[src/rtl/dmni_br_svc_rx_pkg.sv]
// -----------------------------------------------------------------------------
// DMNIPkg -- shared DMNI definitions used by the BrLite service receive path.
//
// Contents:
//   brlite_svc_t       72-bit BrLite service packet {payload, seq_source,
//                      producer, ksvc}
//   DMNI_BR_SVC_*      memory-mapped register indices of the service FIFO
//   BR_SVC_BUFSIZE     default service-FIFO depth (entries, power of two)
// -----------------------------------------------------------------------------
package DMNIPkg;

    typedef struct packed {
        logic [31:0] payload;
        logic [15:0] seq_source;
        logic [15:0] producer;
        logic [7:0]  ksvc;
    } brlite_svc_t;

    // MMR indices of the service-FIFO register window.
    localparam logic [7:0] DMNI_BR_SVC_KSVC     = 8'h10;
    localparam logic [7:0] DMNI_BR_SVC_PRODUCER = 8'h11;
    localparam logic [7:0] DMNI_BR_SVC_PAYLOAD  = 8'h12;
    localparam logic [7:0] DMNI_BR_SVC_POP      = 8'h13;

    localparam int BR_SVC_BUFSIZE = 8;

endpackage : DMNIPkg

[src/rtl/ring_fifo.sv]
// -----------------------------------------------------------------------------
// ring_fifo -- generic circular FIFO with free-running wrapping pointers and a
// separate occupancy counter (so full and empty are unambiguous).
//
// Ports:
//   clk_i, rst_ni     clock, asynchronous active-low reset
//   push_i            write request; ignored while full
//   wdata_i [WIDTH]   data written at the write pointer on a push
//   pop_i             read request; ignored while empty
//   rdata_o [WIDTH]   entry at the read pointer (undefined content when empty)
//   count_o [CW]      number of stored entries, 0..DEPTH
//   full_o, empty_o   occupancy flags, decoded from registered count only
// -----------------------------------------------------------------------------
module ring_fifo #(
    parameter  int WIDTH = 72,
    parameter  int DEPTH = 8,
    localparam int AW    = $clog2(DEPTH),
    localparam int CW    = AW + 1
) (
    input  logic             clk_i,
    input  logic             rst_ni,
    input  logic             push_i,
    input  logic [WIDTH-1:0] wdata_i,
    input  logic             pop_i,
    output logic [WIDTH-1:0] rdata_o,
    output logic [CW-1:0]    count_o,
    output logic             full_o,
    output logic             empty_o
);

    logic [WIDTH-1:0] mem_q [DEPTH];
    logic [AW-1:0]    wr_ptr_q, wr_ptr_d;
    logic [AW-1:0]    rd_ptr_q, rd_ptr_d;
    logic [CW-1:0]    count_q,  count_d;
    logic             do_push, do_pop;

    assign full_o  = (count_q == CW'(DEPTH));
    assign empty_o = (count_q == '0);

    // Gating uses pre-edge flags: a pop while full does not free a slot for a
    // push in the same cycle.
    assign do_push = push_i && !full_o;
    assign do_pop  = pop_i  && !empty_o;

    // NOTE: every always_comb output gets a default first so no path leaves it
    // unassigned, which would otherwise infer a latch.
    always_comb begin
        wr_ptr_d = wr_ptr_q;
        rd_ptr_d = rd_ptr_q;
        count_d  = count_q;
        // Pointers are exactly AW bits, so +1 wraps modulo DEPTH by itself.
        if (do_push) wr_ptr_d = wr_ptr_q + AW'(1);
        if (do_pop)  rd_ptr_d = rd_ptr_q + AW'(1);
        case ({do_push, do_pop})
            2'b10:   count_d = count_q + CW'(1);
            2'b01:   count_d = count_q - CW'(1);
            default: count_d = count_q;
        endcase
    end

    // NOTE: sequential state is updated only with non-blocking assignments so
    // every flop samples the pre-edge value of every other flop.
    always_ff @(posedge clk_i or negedge rst_ni) begin
        if (!rst_ni) begin
            wr_ptr_q <= '0;
            rd_ptr_q <= '0;
            count_q  <= '0;
        end else begin
            wr_ptr_q <= wr_ptr_d;
            rd_ptr_q <= rd_ptr_d;
            count_q  <= count_d;
        end
    end

    // NOTE: the storage array has no reset; after reset the count is zero, so
    // stale contents are never observable and need not be cleared.
    always_ff @(posedge clk_i) begin
        if (do_push) mem_q[wr_ptr_q] <= wdata_i;
    end

    assign rdata_o = mem_q[rd_ptr_q];
    assign count_o = count_q;

endmodule : ring_fifo

[src/rtl/dmni_br_svc_rx.sv]
// -----------------------------------------------------------------------------
// dmni_br_svc_rx -- receive buffer for BrLite service packets. Packets offered
// by the router are queued in arrival order; the CPU reads the head entry
// through the DMNI_BR_SVC_* registers and retires it with a write to
// DMNI_BR_SVC_POP. A level interrupt is raised while anything is queued.
//
// Ports:
//   clk_i, rst_ni        clock, asynchronous active-low reset
//   br_req_i, br_data_i  router offers a packet (brlite_svc_t)
//   br_ack_o             packet accepted this cycle (= not full)
//   pop_i                one-cycle pulse retiring the head entry
//   svc_ksvc_o, svc_producer_o, svc_payload_o, svc_source_o
//                        head-entry fields, all zero while empty
//   svc_count_o          number of buffered entries
//   irq_o                high while the buffer is non-empty
// -----------------------------------------------------------------------------
module dmni_br_svc_rx
    import DMNIPkg::*;
#(
    parameter  int BR_SVC_BUFSIZE = DMNIPkg::BR_SVC_BUFSIZE,
    localparam int CW             = $clog2(BR_SVC_BUFSIZE) + 1
) (
    input  logic          clk_i,
    input  logic          rst_ni,
    input  logic          br_req_i,
    input  brlite_svc_t   br_data_i,
    output logic          br_ack_o,
    input  logic          pop_i,
    output logic [7:0]    svc_ksvc_o,
    output logic [15:0]   svc_producer_o,
    output logic [31:0]   svc_payload_o,
    output logic [15:0]   svc_source_o,
    output logic [CW-1:0] svc_count_o,
    output logic          irq_o
);

    localparam int W = $bits(brlite_svc_t);

    logic [W-1:0] rdata;
    logic         full, empty;
    brlite_svc_t  head;

    ring_fifo #(
        .WIDTH (W),
        .DEPTH (BR_SVC_BUFSIZE)
    ) u_fifo (
        .clk_i   (clk_i),
        .rst_ni  (rst_ni),
        .push_i  (br_req_i),
        .wdata_i (br_data_i),
        .pop_i   (pop_i),
        .rdata_o (rdata),
        .count_o (svc_count_o),
        .full_o  (full),
        .empty_o (empty)
    );

    // Ack depends only on the registered count, never on req or pop.
    assign br_ack_o = !full;
    assign irq_o    = !empty;

    // Mask the head so stale storage never leaks out while empty.
    assign head = empty ? '0 : brlite_svc_t'(rdata);

    assign svc_ksvc_o     = head.ksvc;
    assign svc_producer_o = head.producer;
    assign svc_payload_o  = head.payload;
    assign svc_source_o   = head.seq_source;

endmodule : dmni_br_svc_rx

[config.mk]
export PLATFORM = sky130hd
export DESIGN_NAME = dmni_br_svc_rx
export DESIGN_NICKNAME = d
export VERILOG_FILES = /design/src/rtl/dmni_br_svc_rx_pkg.sv /design/src/rtl/ring_fifo.sv /design/src/rtl/dmni_br_svc_rx.sv
export SDC_FILE = /design/constraint.sdc
export NUM_CORES = 1
export LEC_CHECK = 0
export ABC_AREA = 1
export CORE_MARGIN = 2
export CORE_UTILIZATION = 59
export DETAILED_ROUTE_END_ITERATION = 8
export PLACE_DENSITY = 0.8
export RECOVER_POWER = 50
export SETUP_SLACK_MARGIN = 0.3
export SLEW_MARGIN = 20
export SYNTH_ARGS = -nofsm -noshare
export SYNTH_HDL_FRONTEND = slang
export SYNTH_SLANG_ARGS = --single-unit
[constraint.sdc]
create_clock -name clk_i -period 6.4 [get_ports clk_i]
set_input_delay 1.28 -clock clk_i [delete_from_list [all_inputs] [get_ports clk_i]]
set_output_delay 1.28 -clock clk_i [all_outputs]
set_load 0.02 [all_outputs]
## After elaboration in Yosys (flattened, before gate mapping)

Memories as Yosys holds them, arrays and structs flattened.
Index checks and enable logic that the tools add are counted.

- Muxes and demuxes: 4
- Equality and inequality tests: 3
- Reductions and logical operators: 6
- Add/subtract/negate cells: 4

Operators with widths:

| cell | count |
|---|---|
| two-way mux 72 bit | 1 |
| one-hot mux 4 bit (2 select lines) | 1 |
| adder 3 x 1 -> 3 bit (second input constant) | 2 |
| adder 4 x 1 -> 4 bit (second input constant) | 1 |
| equality test 4 bit (second input constant) | 1 |
| logical NOT 4 bit | 1 |
| subtractor 4 x 1 -> 4 bit (second input constant) | 1 |
| equality test 2 x 1 -> 1 bit (second input constant) | 1 |
| equality test 2 bit (second input constant) | 1 |
| logical AND 1 bit | 2 |
| logical NOT 1 bit | 2 |
| two-way mux 1 bit | 2 |
| nonzero test 2 bit | 1 |

- Memories kept: 1
- RAM bits: 576
- Word-level logic and storage cells: 21
- Bits of input ports: 76
- Output and inout bits: 78
- Register bits: 10

Memory list:

| memory | words | bits a word | read ports | clocked after Yosys merged registers in | wr ports | line | source |
|---|---|---|---|---|---|---|---|
| u_fifo.mem_q | 8 | 72 | 1 | 0 | 1 | ring_fifo.sv:31 | `logic [WIDTH-1:0] mem_q [DEPTH];` |

## Logic depth before layout (Yosys ltp)

Gate-level depths: netlist (run 1).

- Word-level depth: 5
- Depth in mapped cells: 13

## Hierarchy

A second synthesis (run 1) with hierarchy kept.

- Cells, all modules: 2,722
- Area total of the unflattened synthesis: 26,023.7 µm²

By module, submodules not included:

| module | area each (µm²) | cells an instance | instances |
|---|---|---|---|
| ring_fifo | 25,368.1 | 2,568 | 1 |
| dmni_br_svc_rx | 655.6 | 154 | 1 |

## Least setup slack after synthesis (run 1)

No wires, ideal clock.

- Kind: input port to flip-flop
- Start point: in br_req_i
- End point: mem u_fifo.mem_q[0][0], enable pin
- Data arrival time: 4.730 ns
- Library setup time: 0.503 ns
- Required time: 5.897 ns
- Stages: 3
- Slack: 1.168 ns
- Path buffers: 0
- Cells stage by stage: nand2_1 -> or2_2 -> nor2_1

- Cells in the longest elaborated chain, start to end: 3

Ends and longest elaborated chain:

| element | line | source |
|---|---|---|
| start, declared | dmni_br_svc_rx.sv:25 | `input logic br_req_i,` |
| logical AND 1 bit | ring_fifo.sv:42 | `assign do_push = push_i && !full_o;` |
| two-way mux 1 bit | ring_fifo.sv:78 | `if (do_push) mem_q[wr_ptr_q] <= wdata_i;` |
| two-way mux 1 bit (not written as such) | ring_fifo.sv:78 |  |
| end, declared | ring_fifo.sv:31 |  |

No other way between the ends.

## Worst setup path in the final report (run 1)

- Start point: reg u_fifo.rd_ptr_q[0]
- End point: out svc_payload_o[13]

- Cells in the longest elaborated chain, start to end: 2

Ends and longest elaborated chain:

| element | line | source |
|---|---|---|
| start, declared | ring_fifo.sv:33 | `logic [AW-1:0] rd_ptr_q, rd_ptr_d;` |
| start signal, assigned | ring_fifo.sv:70 | `rd_ptr_q <= rd_ptr_d;` |
| memory (8 x 72 bit) | - |  |
| two-way mux 72 bit | dmni_br_svc_rx.sv:63 | `assign head = empty ? '0 : brlite_svc_t'(rdata);` |
| end, declared | dmni_br_svc_rx.sv:31 | `output logic [31:0] svc_payload_o,` |

No other way between the ends.

==> results.yml, run 1 <==
outcome:
  status: "complete, but fails checks"
  violations: "capacitance limit, slew limit"
cells_and_area:
  syn_to_final_growth_pct: 15.5
  nets: 1984
  drive_gt1_frac: 0.0606
  fin_cells: 2473
  layout_commonest_cell: "edfxtp_1"
  postLayoutCellArea_sq_um: 26700
  final_cell_mix: "edfxtp_1, nor2_1, o21ai_0"
clocking:
  postCtsHoldBufs: 0
  cts_sinks: 586
  post-cts-setup-buffers: 0
  cts_root_buffer: "clkbuf_16"
  clk_pin_slew_ps: 60
  ctsResizeCount: 0
  htreeDepth: 2
  cts_buffer_depth: 3
  cts_buffers: 56
  cts_tree: "yes"
  clkLatencyLatePin_ps: 620
pwr:
  pwr_density_cell_nw_per_um2: 507
  vdd.ir_drop.worst_v: 0.000358
  leakage_uw: 0.00898
timing:
  tightestPinTransition_ps: 2520
  rsz0062_at_grt: "no"
  finalClockSkew_ps: 21.3
  period_needed_ps: 5350
  finalCritPeriodShare: 0.835
  hold_viol: 0
  slew-limit-headroom: -0.680
  maxSlewViolCount: 92
  fmax_mhz: 187
  tns_ps: 0
  setup_slack_ps: 1050
  setup_viol: 0
logic_synthesis:
  synth_edf_count: 576
  yosys.area.top_type: "edfxtp_1"
  synth_fp_nets: 1863
  syn_area_sq_um: 23200
  synth_area_leaders: "edfxtp_1, nor2_1, o21ai_0"
  ys_ff_latch: 586
  ys_warn_count: 0
  ys.flop_type: "edfxtp_1"
  yosys.area.top_type_share: 0.747
  synth-seq-area-share: 0.758
  syn_area_per_cell_sq_um: 13.0
  synthCells: 1782
  ys_async_sr_fraction: 0.0171
  yosysUniqueCellTypes: 25
min_path:
  min-delay-start: "u_fifo.wr_ptr_q[0]$_DFFE_PN0P_"
  hold_path.class: "flip-flop to flip-flop"
critical_path:
  critPathLaunch: "u_fifo.rd_ptr_q[0]$_DFFE_PN0P_"
  setup.worst_path.end: "svc_payload_o[13]"
  crit_fanout: 104
  slowest_delay_ps: 1020
  r2r_cells: 6
  cp.buffers_inverters: 2
  path_delay_family: "buffers and inverters"
  end_kind: "output port"
  crit_slowest_cell: "dfrtp_4"
  critical_path_cell_count: 8
  r2r_start: "u_fifo.count_o[1]$_DFFE_PN0P_"
  reg2reg_slack_ps: 2580
  crit_path_cell_trace: "buf_4, nor2_1, nor2_1, o21ai_1, o211ai_1, nand2_1, nor2_1, clkdlybuf4s50_1"
  crit_top_cell: "nor2_1"
  r2r-end: "u_fifo.mem_q[4][13]$_DFFE_PP_"
  cp.required_ps: 5120
  worst_ep_arrival_time_ps: 4070
  start_kind: "flip-flop"
  worst-setup-path-type: "flip-flop to output port"
die:
  io_pins: 154
  die_x_um: 202
  die_area_sq_um: 40800
  num_rows: 72
  core-area_sq_um: 38600
  die_h_um: 202
  initial_core_util: 0.599
place:
  dp_hpwl_um: 27000
  port_buffers: 153
  dpl_cell_area_sq_um: 25000
  gp_congestion: 0.729
  place_inst: 2363
  pre_cts_ws_ps: 1660
routing:
  vias_per_cell: 5.93
  first_pass_iters: 6
  post_drt_wl_per_cell_um: 21.1
  ant_nets: 0
  routed_wirelength_um: 52300
  vias: 14661
  drc: 0
  drt_iter0_markers: 1465
global_routing:
  antenna_found_initial: 8
  grt_pass1_wl_um: 80600
  grt_max_degree: 130
  grt_usage: 0.255
  grt_pass1_vias: 14709
  overflow: 0
job:
  drv_cap: 2
[metal layers]
layer  vias up  routed length, um  part of all wire  track usage
met5         -                 27           0.00052            0
met4         4               1320             0.025       0.0952
met3       106               4380             0.084       0.0477
met2       634              25600              0.49        0.415
met1      7198              21000              0.40        0.349
li1       6719                  -                 -            -
[final cells by class]
cell class / count / area (sq um)
Clock inverter: 36 / 272
Fill cell: 2545 / 11900
Tap cell: 518 / 648
Sequential cell: 586 / 17600
Timing Repair Buffer: 181 / 1760
Clock buffer: 65 / 1460
Inverter: 11 / 48.8
Antenna cell: 9 / 22.5
Multi-Input combinational cell: 1067 / 4960
[metrics by stage]
stage | total power (uW) | utilization | hold WS, ps
after CTS | 13600 | 0.692 | 551
after detailed placement | 10500 | 0.647 | 534
final | 13600 | 0.692 | 546
after global placement | 10300 | 0.647 | 511
after floorplan | 8510 | - | 493
after global routing | 14300 | 0.691 | 595
[worst min path at each step]
stage | endpoint | slack [ps] | cells after the start
2_1_floorplan | u_fifo.wr_ptr_q[0]$_DFFE_PN0P_ | 490 | 2
3_3_place_gp | u_fifo.wr_ptr_q[0]$_DFFE_PN0P_ | 510 | 2
3_5_place_dp | u_fifo.wr_ptr_q[0]$_DFFE_PN0P_ | 530 | 2
4_1_cts | u_fifo.wr_ptr_q[0]$_DFFE_PN0P_ | 550 | 2
5_1_grt | u_fifo.wr_ptr_q[0]$_DFFE_PN0P_ | 590 | 2
6_report | u_fifo.wr_ptr_q[0]$_DFFE_PN0P_ | 550 | 2
[kinds of logic after synthesis]
family / share of synthesized area
simple gates: 0.101
flops: 0.758
compound gates: 0.106
buf+inv: 0.0303
xor+xnor: 0.00227
fa+ha+maj: 0.00270
[cells in the mapped netlist (2+ instances only)]
| cell type | number |
|---|---|
| clkbuf_2 | 5 |
| nand3_1 | 4 |
| nor2_1 | 516 |
| buf_8 | 2 |
| buf_2 | 24 |
| edfxtp_1 | 576 |
| xnor2_1 | 3 |
| ha_1 | 5 |
| o21ai_0 | 219 |
| inv_1 | 9 |
| nand2_1 | 98 |
| clkbuf_1 | 47 |
| o22ai_1 | 72 |
| o211ai_1 | 72 |
| xor2_1 | 3 |
| dfrtp_1 | 10 |
| buf_6 | 9 |
| buf_4 | 20 |
| buf_1 | 10 |
| o21ai_1 | 73 |
[power by group]
| part | switching (uW) | internal [uW] |
|---|---|---|
| Sequential | 403 | 4830 |
| Clock | 1370 | 1780 |
| Combinational | 3340 | 1850 |
| Total | 5110 | 8460 |
[state kept, by name, summed over array words and instances (netlist names)]
register	flops
u_fifo.mem_q	576
u_fifo.count_o	4
u_fifo.rd_ptr_q	3
u_fifo.wr_ptr_q	3
[worst min-delay path: stages (launching register included)]
cell     delay (ps)
dfrtp_1         390
nand2_1          70
nand2_1          60
Note: power is estimated with default switching activity, not from simulation.
==> run 2, diff against run 1 <==
Clock period 6.4 ns to 5.3 ns, I/O delays scaled along.
==> run 2 against run 1 <==
  * The run still ends with capacitance limit, slew limit left
  * Sequential share of layout area down 0.40 points
  * Register-to-register slack worse by 800 ps
  * Flip-flop and latch count stayed put
  * Hold slack better by 11 ps
  * First-iteration DRC count is 1.8% lower
  * Critical endpoint is now svc_payload_o[31]
  * Wire length shrank 0.78%
  * Die area is the same
  * Combinational power increased by 26%
==> results.yml, run 2 (synthesis results as in run 1) <==
outcome:
  status: "complete, but fails checks"
  violations: "capacitance limit, slew limit"
min_path:
  hold_path_end: "u_fifo.wr_ptr_q[0]$_DFFE_PN0P_"
  whs_path_depth: 2
  hold_path.class: "flip-flop to flip-flop"
  min-delay-start: "u_fifo.wr_ptr_q[0]$_DFFE_PN0P_"
timing:
  rsz0062_at_grt: "no"
  tightestPinTransition_ps: 2290
  hold_viol: 0
  tns_ps: 0
  finalClockSkew_ps: 13.4
  fmax_mhz: 211
  maxSlewViolCount: 76
  finalCritPeriodShare: 0.895
  period_needed_ps: 4750
  setup_viol: 0
  slew-limit-headroom: -0.529
  hold_slack_ps: 557
routing:
  routed_wirelength_um: 51900
  met2_length_um: 25700
  vias: 14767
  top_layer: "met5"
  vias_per_cell: 5.97
  wl_met1_um: 20800
  ant_nets: 0
  first_pass_iters: 7
  drt_iter0_markers: 1439
  post_drt_wl_per_cell_um: 21.0
  wl_met3_um: 4230
  drc: 0
place:
  gp_congestion: 0.734
  port_buffers: 153
  dp_hpwl_um: 26200
cells_and_area:
  syn_to_final_growth_pct: 16.2
  nets: 1986
  nFillCells: 2518
  layout_commonest_cell: "edfxtp_1"
  multiInputGateArea_sq_um: 4960
  seq_area_sq_um: 17600
  final_cell_mix: "edfxtp_1, nor2_1, o21ai_0"
  drive_gt1_frac: 0.0616
  largest_reg_flops: 576
  regMostFlops: "u_fifo.mem_q"
pwr:
  power_uw: 16500
  vdd.ir_drop.worst_v: 0.000485
  pwr_density_cell_nw_per_um2: 615
  leakage_uw: 0.00904
global_routing:
  overflow: 0
  grt_max_degree: 218
  grt_usage: 0.254
  grt_pass1_wl_um: 79700
  grt_pass1_vias: 14715
  antenna_found_initial: 12
clocking:
  cts_buffer_depth: 3
  cts_tree: "yes"
  cts_sinks: 586
  cts_buffers: 56
  cts_root_buffer: "clkbuf_16"
  postCtsHoldBufs: 0
  clkLatencyLatePin_ps: 590
  post-cts-setup-buffers: 0
  htreeDepth: 2
  clk_pin_slew_ps: 60
  ctsResizeCount: 0
critical_path:
  slowest_delay_ps: 840
  start_kind: "flip-flop"
  reg2reg_slack_ps: 1780
  cp.required_ps: 4240
  crit_slowest_cell: "dfrtp_4"
  r2r_cells: 6
  worst_ep_arrival_time_ps: 3690
  worst-setup-path-type: "flip-flop to output port"
  end_kind: "output port"
  crit_fanout: 68
  r2r_start: "u_fifo.count_o[1]$_DFFE_PN0P_"
  crit_path_cell_trace: "buf_4, o21ai_0, o211ai_1, nand2_1, nor2_1, clkdlybuf4s50_1"
  r2r-end: "u_fifo.mem_q[2][39]$_DFFE_PP_"
die:
  die_h_um: 202
  num_rows: 72
  die_area_sq_um: 40800
  die_x_um: 202
  initial_core_util: 0.599
  io_pins: 154
  core-area_sq_um: 38600
job:
  drv_cap: 3
==> run 2: area by class of cell <==
cell class | count | share of cell area
Inverter | 11 | 0.00181
Clock inverter | 34 | 0.0117
Multi-Input combinational cell | 1067 | 0.185
Tap cell | 518 | 0.0241
Timing Repair Buffer | 183 | 0.0690
Antenna cell | 8 | 0.000744
Sequential cell | 586 | 0.653
Clock buffer | 67 | 0.0552
==> run 2: worst max-delay path by stage <==
stage | from | endpoint
final | u_fifo.rd_ptr_q[0]$_DFFE_PN0P_ | svc_payload_o[31]
after global routing | u_fifo.rd_ptr_q[0]$_DFFE_PN0P_ | svc_payload_o[31]
after CTS | u_fifo.rd_ptr_q[0]$_DFFE_PN0P_ | svc_payload_o[31]
after detailed placement | u_fifo.rd_ptr_q[0]$_DFFE_PN0P_ | svc_ksvc_o[7]
after global placement | u_fifo.rd_ptr_q[0]$_DFFE_PN0P_ | svc_ksvc_o[0]
after floorplan | br_req_i | u_fifo.mem_q[0][0]$_DFFE_PP_
==> run 2: stage by stage <==
step	instance area (sq um)	utilization	worst slack, ps	cells
global placement	25100	0.649	1270	2364
CTS	26900	0.695	562	2465
global route	26900	0.696	303	2471
detailed placement	25100	0.649	1240	2364
finish	26900	0.696	554	2474
floorplan	23200	-	288	1782
==> run 2: layer usage <==
layer,global-route usage,vias up
met1,0.342,7281
met5,0,-
met3,0.0493,109
met4,0.0881,8
li1,-,6716
met2,0.418,653
==> run 2: where the power goes <==
part	switching (uW)	total, uW	internal [uW]
logic	4230	6510	2280
registers	288	6130	5840
clock network	1630	3900	2280
==> run 2: worst max-delay path: cells and delay by family (launching register included) <==
kind                   cells  cell delay [ps]
buffers and inverters      2             1350
flip-flops                 1              840
AO/OA/AOI/OAI              2              500
AND/OR/NAND/NOR            2              300
